$ cat src/rtl/muldiv_seq.sv
// muldiv_seq: iterative MULT/MULTU/DIV/DIVU sequencer owning HI/LO, with MTHI/MTLO writes and decode stall
module muldiv_seq #(
    parameter int WIDTH = 32
) (
    input  logic             clk,
    input  logic             rst,
    input  logic             start,
    input  logic [1:0]       op,
    input  logic [WIDTH-1:0] opa,
    input  logic [WIDTH-1:0] opb,
    input  logic             hilo_rd,
    input  logic             mthi_we,
    input  logic             mtlo_we,
    input  logic [WIDTH-1:0] hilo_wd,
    input  logic             flush,
    output logic [WIDTH-1:0] hi,
    output logic [WIDTH-1:0] lo,
    output logic             busy,
    output logic             done,
    output logic             stall
);
    localparam int CW = $clog2(WIDTH);
    typedef enum logic [1:0] {IDLE, RUN, FIX} state_t;
    state_t r_state, w_next;
    logic [CW-1:0]      r_cnt;
    logic [2*WIDTH-1:0] r_p;
    logic [WIDTH-1:0]   r_a, r_opa;
    logic               r_div, r_neg_q, r_neg_r, r_dz;
    logic               w_sgn, w_dge;
    logic [WIDTH-1:0]   w_abs_a, w_abs_b, w_drem, w_quo, w_rem, w_hi, w_lo;
    logic [WIDTH:0]     w_msum, w_dsh;
    logic [2*WIDTH-1:0] w_step, w_prod;
    assign stall   = busy & (start | hilo_rd);
    assign w_sgn   = ~op[0];
    assign w_abs_a = (w_sgn & opa[WIDTH-1]) ? -opa : opa;
    assign w_abs_b = (w_sgn & opb[WIDTH-1]) ? -opb : opb;
    // r_p holds {partial product, multiplier} for MUL and {remainder, dividend/quotient} for DIV
    assign w_msum  = {1'b0, r_p[2*WIDTH-1:WIDTH]} + (r_p[0] ? {1'b0, r_a} : {(WIDTH+1){1'b0}});
    assign w_dsh   = {r_p[2*WIDTH-1:WIDTH], r_p[WIDTH-1]};
    assign w_dge   = w_dsh >= {1'b0, r_a};
    assign w_drem  = w_dge ? WIDTH'(w_dsh - {1'b0, r_a}) : w_dsh[WIDTH-1:0];
    assign w_step  = r_div ? {w_drem, r_p[WIDTH-2:0], w_dge} : {w_msum, r_p[WIDTH-1:1]};
    assign w_prod  = r_neg_q ? -r_p : r_p;
    assign w_quo   = r_neg_q ? -r_p[WIDTH-1:0] : r_p[WIDTH-1:0];
    assign w_rem   = r_neg_r ? -r_p[2*WIDTH-1:WIDTH] : r_p[2*WIDTH-1:WIDTH];
    assign w_hi    = r_div ? (r_dz ? r_opa : w_rem) : w_prod[2*WIDTH-1:WIDTH];
    assign w_lo    = r_div ? (r_dz ? {WIDTH{1'b1}} : w_quo) : w_prod[WIDTH-1:0];
    always_ff @(posedge clk or negedge rst) begin
        if (!rst) r_state <= IDLE;
        else      r_state <= w_next;
    end
    always_comb begin
        w_next = r_state;
        case (r_state)
            IDLE:    w_next = (start && !flush) ? RUN : IDLE;
            RUN:     w_next = flush ? IDLE : (r_cnt == CW'(WIDTH-1)) ? FIX : RUN;
            default: w_next = IDLE;
        endcase
    end
    always_ff @(posedge clk or negedge rst) begin
        if (!rst) begin
            hi      <= '0;
            lo      <= '0;
            busy    <= 1'b0;
            done    <= 1'b0;
            r_cnt   <= '0;
            r_p     <= '0;
            r_a     <= '0;
            r_opa   <= '0;
            r_div   <= 1'b0;
            r_neg_q <= 1'b0;
            r_neg_r <= 1'b0;
            r_dz    <= 1'b0;
        end else begin
            done <= 1'b0;
            busy <= (w_next != IDLE);
            if (r_state == IDLE) begin
                if (mthi_we) hi <= hilo_wd;
                if (mtlo_we) lo <= hilo_wd;
                if (start && !flush) begin
                    r_div   <= op[1];
                    r_cnt   <= '0;
                    r_a     <= op[1] ? w_abs_b : w_abs_a;
                    r_p     <= {{WIDTH{1'b0}}, op[1] ? w_abs_a : w_abs_b};
                    r_neg_q <= w_sgn & (opa[WIDTH-1] ^ opb[WIDTH-1]);
                    r_neg_r <= w_sgn & op[1] & opa[WIDTH-1];
                    r_dz    <= op[1] & (opb == '0);
                    r_opa   <= opa;
                end
            end else if (r_state == RUN) begin
                r_p   <= w_step;
                r_cnt <= r_cnt + 1'b1;
            end else if (!flush) begin
                hi   <= w_hi;
                lo   <= w_lo;
                done <= 1'b1;
            end
        end
    end
endmodule

$ cat config.mk
export PLATFORM = sky130hd
export DESIGN_NAME = muldiv_seq
export DESIGN_NICKNAME = d
export VERILOG_FILES = /design/src/rtl/muldiv_seq.sv
export SDC_FILE = /design/constraint.sdc
export NUM_CORES = 1
export LEC_CHECK = 0
export CORE_MARGIN = 2
export CORE_UTILIZATION = 35
export CTS_BUF_LIST = sky130_fd_sc_hd__clkbuf_4 sky130_fd_sc_hd__clkbuf_8
export DETAILED_ROUTE_END_ITERATION = 12
export DONT_BUFFER_PORTS = 1
export SLEW_MARGIN = 25
export SYNTH_ARGS = -nofsm -noshare
export SYNTH_HDL_FRONTEND = slang
export SYNTH_SLANG_ARGS = --single-unit
$ cat constraint.sdc
create_clock -name clk -period 8.8 [get_ports clk]
set_clock_uncertainty 0.15 [all_clocks]
set_input_delay 0 -clock clk [delete_from_list [all_inputs] [get_ports clk]]
set_output_delay 0 -clock clk [all_outputs]
set_load 0.005 [all_outputs]
Yosys cells after proc, flatten, opt, wreduce, memory -nomap -nowiden
Index checks and enable logic that the tools add are counted.
W data, S select, Z words.
{ "op_classes": {"muxes": 35, "n_lt_le_gt_ge": 1, "reduce_logical": 10, "add_sub_neg": 8, "shifts": 0, "bitwise": 10, "eq_ne": 7, "multipliers": 0, "div_mod_pow": 0} }
{ "op_table": {"columns": ["op", "count"], "rows": [
  ["$mux W32", 20],
  ["$mux W64", 5],
  ["$neg A32 Y32", 4],
  ["$neg A64 Y64", 1],
  ["$add A32 B32 Y33", 1],
  ["$ge A33 B32 Y1", 1],
  ["$logic_not A32 Y1", 1],
  ["$sub A32 B32 Y32", 1],
  ["$mux W5", 3],
  ["$ne A2 B2 Y1 const B", 4],
  ["$and A1 B1 Y1", 7],
  ["$reduce_and A3 Y1", 2],
  ["$add A5 B1 Y5 const B", 1],
  ["$eq A5 B5 Y1 const B", 1],
  ["$mux W1", 4],
  ["$mux W2", 2],
  ["$pmux W2 S2", 1],
  ["$reduce_and A2 Y1", 2],
  ["$reduce_bool A2 Y1", 2],
  ["$eq A2 B1 Y1 const B", 1],
  ["$logic_not A2 Y1", 1],
  ["$ne A2 B1 Y1 const B", 1],
  ["$logic_and A1 B1 Y1", 1],
  ["$logic_not A1 Y1", 1],
  ["other kinds (3)", 3]
]} }
{ "totals": {"regBits": 205, "latchBits": 0, "out_inout_bits": 67, "mem_bits_ro": 0, "memories": 0, "mem_bits_rw": 0, "input_bits": 105} }

Depth between registers and ports, before layout
Gate-level depths: netlist of run 1.
{ "depth": {"ltp_word": 7, "ltp_mapped": 15, "depth_no_buf": 14} }

Least setup slack after synthesis of run 1
No wires, ideal clock.
{ "synth_timing": {"path_type": "register to register", "start": "register r_p[0]", "end": "register r_p[59]", "stages_incl_launch_ff": 15, "synth_period_minus_slack_ns": 3.469, "arrival_time_ns": 3.190, "path_slack_ns": 5.331, "cell_sequence": "dfrtp_1 inv_1 clkbuf_1 nor2_1 ha_1 o211a_1 o31ai_1 nand3_1 a32o_1 a41oi_1 o221ai_2 a21o_1 a211o_1 a32oi_1 o21ai_1"} }
{ "synth_via": {"elab_chain_cells": 5} }
{ "synth_rtl": {"columns": ["item", "line", "rtl"], "rows": [
  ["start: declaration", "26", "logic [2*WIDTH-1:0] r_p;"],
  ["start signal: assignment", "84", "r_p <= {{WIDTH{1'b0}}, op[1] ? w_abs_a : w_abs_b};"],
  ["start signal: assignment", "91", "r_p <= w_step;"],
  ["$mux W32", "38", "assign w_msum = {1'b0, r_p[2*WIDTH-1:WIDTH]} + (r_p[0] ? {1'b0, r_a} : {(WIDTH+1){1'b0}});"],
  ["$add A32 B32 Y33", "38", null],
  ["$mux W64", "42", "assign w_step = r_div ? {w_drem, r_p[WIDTH-2:0], w_dge} : {w_msum, r_p[WIDTH-1:1]};"],
  ["$mux W64", "90", "end else if (r_state == RUN) begin"],
  ["$mux W64", "77", "if (r_state == IDLE) begin"]
]} }
No other way between the ends. The select of a mux whose other input is x is not followed.
A chain may end at the register's enable or synchronous reset.

Final worst setup path of run 1
{ "layout_timing": {"start": "register r_p[0]", "end": "register hi[2]"} }
{ "layout_via": {"elab_chain_cells": 6} }
{ "layout_rtl": {"columns": ["item", "line", "rtl"], "rows": [
  ["$neg A64 Y64", "43", "assign w_prod = r_neg_q ? -r_p : r_p;"],
  ["$mux W64", "43", null],
  ["$mux W32", "46", "assign w_hi = r_div ? (r_dz ? r_opa : w_rem) : w_prod[2*WIDTH-1:WIDTH];"],
  ["$mux W32", "93", "end else if (!flush) begin"],
  ["$mux W32", "90", null],
  ["$mux W32", "77", null],
  ["end signal: assignment", "78", "if (mthi_we) hi <= hilo_wd;"],
  ["end signal: assignment", "94", "hi <= w_hi;"],
  ["end: declaration", "16", "output logic [WIDTH-1:0] hi,"]
]} }
No other way between the ends. The select of a mux whose other input is x is not followed.

==> flow_summary.json, run 1 <==
{
  "worstHoldEndpoint": "r_p[24]",
  "yosys_register_bits": 205,
  "ios": 172,
  "syn-cell-area_mm2": 0.0172,
  "fillers": 4946,
  "crit_fanout": 18,
  "run_status": "completed",
  "antenna_found_initial": 2,
  "hp-start": "opa[23]",
  "path_class": "register to register",
  "yosys.area.top_type": "dfrtp_1",
  "cp_top_family": "buffers and inverters",
  "cp_data_required_time_ns": 9.16,
  "areaGrowthSynthToFinish_pct": 18.9,
  "cp.arrival_ns": 4.79,
  "max-cap-violations": 0,
  "yosysUniqueCellTypes": 84,
  "cp_cell_sequence": "inv_1 > buf_4 > ha_1 > or3b_2 > nor3_4 > nand4_2 > nor2b_1 > a21boi_0 > xor2_1 > o21ai_0 > nand2_1 > dlygate4sd3_1",
  "final_nets": 2516,
  "gr-total-overflow": 0,
  "cts_tree": "done",
  "final_cell_count_no_fill": 3038,
  "max_slew_margin_pct": 31.7,
  "route.detailed.drc": 0,
  "setup_tns_ns": 0,
  "dpl.hpwl_um": 50900,
  "r2r_slack_ns": 4.36,
  "intPower_w": 0.00306,
  "r2r-end": "hi[2]",
  "setup_viol": 0,
  "synth.most_common_cell": "nand2_1",
  "postRouteAntennaNets": 0,
  "wirelength_um": 70300,
  "htree_num_levels": 2,
  "portBuffers": 0,
  "vias_per_cell": 5.93,
  "wl_per_cell_um": 23.1,
  "fin_crit_ns": 4.44,
  "synth-xor-area-share_pct": 9.17,
  "yosys_most_used_dff": "dfrtp_1",
  "clockBufferDepth": 3,
  "design.core.area_mm2": 0.0487,
  "synth_top_area_share_pct": 29.9,
  "rsz0062_at_grt": "false",
  "worst_pin_slew_ns": 1.02,
  "yosys.area_share.simple_pct": 20.9,
  "cpPeakStageDelay_ns": 0.58,
  "place_inst": 2786,
  "synth_area_leaders": "dfrtp_1 (30%), nand2_1 (6.8%), o21ai_0 (6.3%)",
  "min_period_over_period_pct": 50.4,
  "first_global_vias": 17000,
  "numCtsBuffers": 42,
  "grt_pass1_wl_um": 106000,
  "ff_latch_area_mm2": 0.00514,
  "p_comb_share_pct": 50.8,
  "cts_setup_buffers": 0,
  "start_util_pct": 35.3,
  "synthesis.nets": 2428,
  "crit_buf_inv": 3,
  "dieArea_mm2": 0.0509,
  "grt_use_total_pct": 27.2,
  "clkPwrFrac_pct": 21.3,
  "rows": 81,
  "seq_power_share_pct": 28.0,
  "cp-startpoint": "r_p[0]",
  "routabilityCongestion": 0.983,
  "synth-compound-area-share_pct": 25.6,
  "multi_input_comb_area_mm2": 0.0113,
  "cts.sinks": 205,
  "min_path_cells": 6,
  "muxShareOfSynthArea_pct": 4.27,
  "netlist_top_cells_count": "nand2_1 (311), nor2_1 (229), o21ai_0 (217)",
  "vias": 18000,
  "syn_area_per_cell_um2": 7.63,
  "synth_fa_ha_area_share_pct": 5.33,
  "drt_first_pass_iters": 6,
  "power_density_mw_per_mm2": 283,
  "cts_root_buffer": "clkbuf_8",
  "swShare_pct": 47.0,
  "finalHoldViolCount": 0,
  "clkLatencyLatePin_ns": 0.64,
  "grt_max_degree": 206,
  "r2r_cells": 12,
  "slew_violations": 0,
  "drive_gt1_share_pct": 6.62,
  "r2r-start": "r_p[0]",
  "worstSetupStartpointType": "register",
  "p_leak_nw": 8.50,
  "async_reset_ff_share_pct": 100,
  "crit_slowest_cell": "dlygate4sd3_1",
  "max_freq_ghz": 0.225,
  "power_switching_w": 0.00272,
  "yosysSeqAreaShare_pct": 29.9,
  "hold_class": "primary input to register",
  "synthCells": 2251,
  "clkSlewWorstSetupHoldPaths_ns": 0.07,
  "synth_edf_count": 0,
  "ir_drop_uv": 165,
  "drt-initial-drc-count": 2072,
  "synth_top_family_by_area": "compound AO/OA/AOI/OAI gates",
  "die_h_um": 226,
  "endpoint_kind": "register",
  "yosys_warnings": 0,
  "fp.dieW_um": 226
}
[power by group through the flow]
stage	registers, W	logic, W	clock network [W]
2_1_floorplan	0.00134	0.00219	0
3_3_place_gp	0.00161	0.00271	0
3_5_place_dp	0.00162	0.00273	0
4_1_cts	0.00160	0.00287	0.00124
5_1_grt	0.00164	0.00322	0.00128
6_report	0.00162	0.00294	0.00123
[routing by layer]
layer | wire length [um] | vias to the layer above | track usage [%] | part of all wire [%]
met5 | 0 | - | 0 | 0
met4 | 3200 | 0 | 11.6 | 4.5
met3 | 7090 | 163 | 6.64 | 10
met2 | 30000 | 933 | 40.8 | 43
met1 | 30000 | 8694 | 37.3 | 43
li1 | - | 8222 | - | -
[worst max-delay path by stage]
stage / to / cells after the start
after floorplan: r_p[59] / 14
after global placement: r_p[58] / 13
after detailed placement: r_p[63] / 13
after CTS: hi[2] / 12
after global routing: r_a[29] / 14
final: hi[2] / 12
[cell usage in the layout, fill, tap and decap left out, types with 43 or more instances in the layout]
| cell | count |
|---|---|
| xnor2_1 | 123 |
| a21oi_1 | 214 |
| dlygate4sd3_1 | 170 |
| o21ai_0 | 217 |
| nor2_1 | 227 |
| xor2_1 | 57 |
| clkbuf_8 | 54 |
| inv_1 | 64 |
| mux2i_1 | 62 |
| o22ai_1 | 43 |
| nand2_1 | 310 |
| dfrtp_1 | 203 |
| ha_1 | 70 |
| nor3_1 | 43 |
[worst reg2reg max path, cell delays in order (launching register included)]
cell           delay, ns
dfrtp_1             0.50
inv_1               0.43
buf_4               0.40
ha_1                0.26
or3b_2              0.51
nor3_4              0.19
nand4_2             0.22
nor2b_1             0.35
a21boi_0            0.16
xor2_1              0.16
o21ai_0             0.29
nand2_1             0.11
dlygate4sd3_1       0.58
[cells by family (layout without fill, tap and decap cells)]
| group | count (synthesis) | in the layout |
|---|---|---|
| AOI/OAI and AO/OA | 726 | 726 |
| xor gates and xnor gates | 180 | 180 |
| adders and majority gates | 72 | 72 |
| buffers and inverters | 214 | 333 |
| DFF | 205 | 205 |
| muxes | 72 | 72 |
| other | 0 | 4 |
| and+or+nand+nor | 782 | 782 |
[through the flow]
stage	util [%]	power, W	hold WS [ns]	instance area (um2)	worst slack, ns
after floorplan	-	0.00354	-0.446	17200	5.33
after global routing	41.9	0.00614	0.0257	20400	4.22
after CTS	41.8	0.00570	0.00247	20400	4.49
after detailed placement	36.1	0.00434	-0.439	17600	4.66
after global placement	36.1	0.00432	-0.440	17600	4.75
final	41.9	0.00578	0.00895	20400	4.36
[sequential cells by signal, summed over array words and instances, names as in the netlist]
register  count
busy          1
r_a          32
r_neg_q       1
r_state       2
r_div         1
r_cnt         5
done          1
hi           32
lo           32
r_opa        32
r_p          64
r_dz          1
r_neg_r       1
[timing repair]
item	in CTS	in global routing
resized for setup	0	0
endpoints found under the hold margin	378	87
endpoints found under the setup margin	0	0
hold buffers	171	1
[area by class of cell]
type	count	share of cell area (%)
clock buffers	62	3.93
well taps	664	4.07
diodes	4	0.0490
clock inverters	13	0.992
multi-input cells	1832	55.2
inverters	66	1.21
repair buffers	192	9.43
flip-flops and latches	205	25.2
Power figures use the tool's default switching activity.
==> run 2: changes to the inputs <==
==> constraint.sdc (replaced) <==
create_clock -name clk -period 4.34 [get_ports clk]
set_clock_uncertainty 0.15 [all_clocks]
set_input_delay 0 -clock clk [delete_from_list [all_inputs] [get_ports clk]]
set_output_delay 0 -clock clk [all_outputs]
set_load 0.005 [all_outputs]
==> flow_summary.json, run 2 (same netlist as run 1, synthesis figures left out) <==
{
  "clkSlewWorstSetupHoldPaths_ns": 0.06,
  "routabilityCongestion": 1.04,
  "place_inst": 2822,
  "intPower_w": 0.00601,
  "wl_per_cell_um": 22.9,
  "grt_max_degree": 206,
  "ir_drop_uv": 307,
  "rsz0062_at_grt": "false",
  "slew_violations": 0,
  "htree_num_levels": 2,
  "setup_viol": 0,
  "swShare_pct": 47.6,
  "vias": 18200,
  "cp_top_family": "compound AO/OA/AOI/OAI gates",
  "crit_slowest_cell": "dfrtp_1",
  "setup_tns_ns": 0,
  "power_switching_w": 0.00546,
  "final_nets": 2555,
  "endpoint_kind": "register",
  "seq_power_share_pct": 25.7,
  "gr-total-overflow": 0,
  "numCtsBuffers": 42,
  "whs_ns": -1.06,
  "max_slew_margin_pct": 30.6,
  "postCtsResizedCells": 0,
  "fin_crit_ns": 4.02,
  "cp_cell_sequence": "inv_1 > buf_4 > nor2_1 > ha_1 > o211a_1 > o31ai_1 > nand3_1 > a32o_1 > a41oi_1 > o221ai_2 > a211oi_1 > o211ai_1 > o311a_1 > a22o_1",
  "clkPwrFrac_pct": 18.1,
  "crit_buf_inv": 2,
  "cp.arrival_ns": 4.36,
  "cts_hold_buffers": 176,
  "most-common-layout-cells": "nand2_1 (311), nor2_1 (227), o21ai_0 (217), a21oi_1 (214), dfrtp_1 (203)",
  "drive_gt1_share_pct": 7.62,
  "run_status": "complete, but fails checks",
  "finish.utilization_pct": 42.1,
  "total_power_w": 0.0115,
  "cts.sinks": 205,
  "worst_pin_slew_ns": 1.03,
  "drt_first_pass_iters": 7,
  "worstSetupStartpointType": "register",
  "clockBufferDepth": 3,
  "max_freq_ghz": 0.249,
  "postRouteAntennaNets": 0,
  "p_leak_nw": 8.56,
  "max-cap-violations": 0,
  "path_class": "register to register",
  "final_cell_count_no_fill": 3068,
  "route.detailed.drc": 0,
  "dpl.hpwl_um": 52700,
  "r2r_cells": 14,
  "grt_use_total_pct": 27.2,
  "clkLatencyLatePin_ns": 0.63,
  "dieArea_mm2": 0.0509,
  "cp_data_required_time_ns": 4.68,
  "r2r-end": "r_p[63]",
  "fillers": 4944,
  "grt_pass1_wl_um": 106000,
  "first_global_vias": 17200,
  "fp.dieW_um": 226,
  "r2r_slack_ns": 0.32,
  "antenna_found_initial": 3,
  "ios": 172,
  "rows": 81,
  "portBuffers": 0,
  "start_util_pct": 35.3,
  "areaGrowthSynthToFinish_pct": 19.3,
  "vias_per_cell": 5.92,
  "cts_tree": "done",
  "cpPeakStageDelay_ns": 0.49,
  "die_h_um": 226,
  "power_density_mw_per_mm2": 560,
  "layout_commonest_cell": "nand2_1",
  "top_register": "r_p",
  "design.core.area_mm2": 0.0487,
  "finalHoldViolCount": 205,
  "cp-startpoint": "r_p[0]",
  "drt-initial-drc-count": 1890,
  "cts_root_buffer": "clkbuf_8",
  "wirelength_um": 70400,
  "r2r-start": "r_p[0]",
  "crit_fanout": 24,
  "violations": "hold timing",
  "hold_class": "primary input to async pin",
  "largest_reg_flops": 64,
  "min_period_over_period_pct": 92.7,
  "p_comb_share_pct": 56.2
}
==> run 2: changes by cell type in the layout (fill, tap and decap cells not counted), moves of 3 or more <==
| cell | delta |
|---|---|
| clkbuf_4 | +5 |
| buf_4 | +36 |
| clkinv_2 | -3 |
| dlygate4sd3_1 | +5 |
| bufinv_16 | -5 |
| clkbuf_8 | -5 |
==> run 2: cell type report <==
class | count | area (um2) | area share (%)
Tap cell | 664 | 831 | 4.05
Antenna cell | 2 | 5.00 | 0.0244
Timing Repair Buffer | 231 | 2190 | 10.7
Sequential cell | 205 | 5130 | 25.0
Clock buffer | 62 | 772 | 3.77
Multi-Input combinational cell | 1832 | 11300 | 54.9
Clock inverter | 6 | 55.1 | 0.269
Inverter | 66 | 248 | 1.21
==> run 2: worst register-to-register path, delay by kind of cell (launching register included) <==
| kind | cells | cell delay (ns) |
|---|---|---|
| flops | 1 | 0.49 |
| fa+ha+maj | 1 | 0.33 |
| simple gates | 2 | 0.27 |
| buf+inv | 2 | 0.47 |
| compound gates | 9 | 2.17 |
==> run 2: worst max path at each step <==
stage                   end  slack [ns]  depth (start not counted)
floorplan           r_p[59]        0.87                         14
global placement    r_p[63]        0.45                         14
detailed placement  r_p[63]        0.37                         14
CTS                 r_p[63]        0.32                         14
global route        r_p[63]        0.09                         14
finish              r_p[63]        0.32                         14
==> run 2: timing repair <==
| item | 4_1_cts | 5_1_grt |
|---|---|---|
| buffers inserted | 0 | 0 |
| endpoints found under the setup margin | 0 | 0 |
| hold endpoints to repair | 379 | 205 |
==> run 2: power by group through the flow <==
stage / Combinational [W] / Sequential, W / Clock, W
floorplan: 0.00445 / 0.00272 / 0
global placement: 0.00603 / 0.00294 / 0
detailed placement: 0.00609 / 0.00296 / 0
CTS: 0.00632 / 0.00293 / 0.00210
global route: 0.00699 / 0.00300 / 0.00220
finish: 0.00645 / 0.00295 / 0.00207
==> run 2: metal layers <==
layer  global-route usage (%)  vias to the layer above  wire, um
met5                        0                        -        11
met4                     14.0                        2      4010
met3                     7.62                      178      6900
met2                     39.3                      887     29500
met1                     36.9                     8790     29900
li1                         -                     8305         -
==> run 2: stage by stage <==
step	cell area (um2)	setup slack, ns
2_1_floorplan	17200	0.871
3_3_place_gp	17900	0.449
3_5_place_dp	17900	0.368
4_1_cts	20500	0.321
5_1_grt	20500	0.0911
6_report	20500	0.318
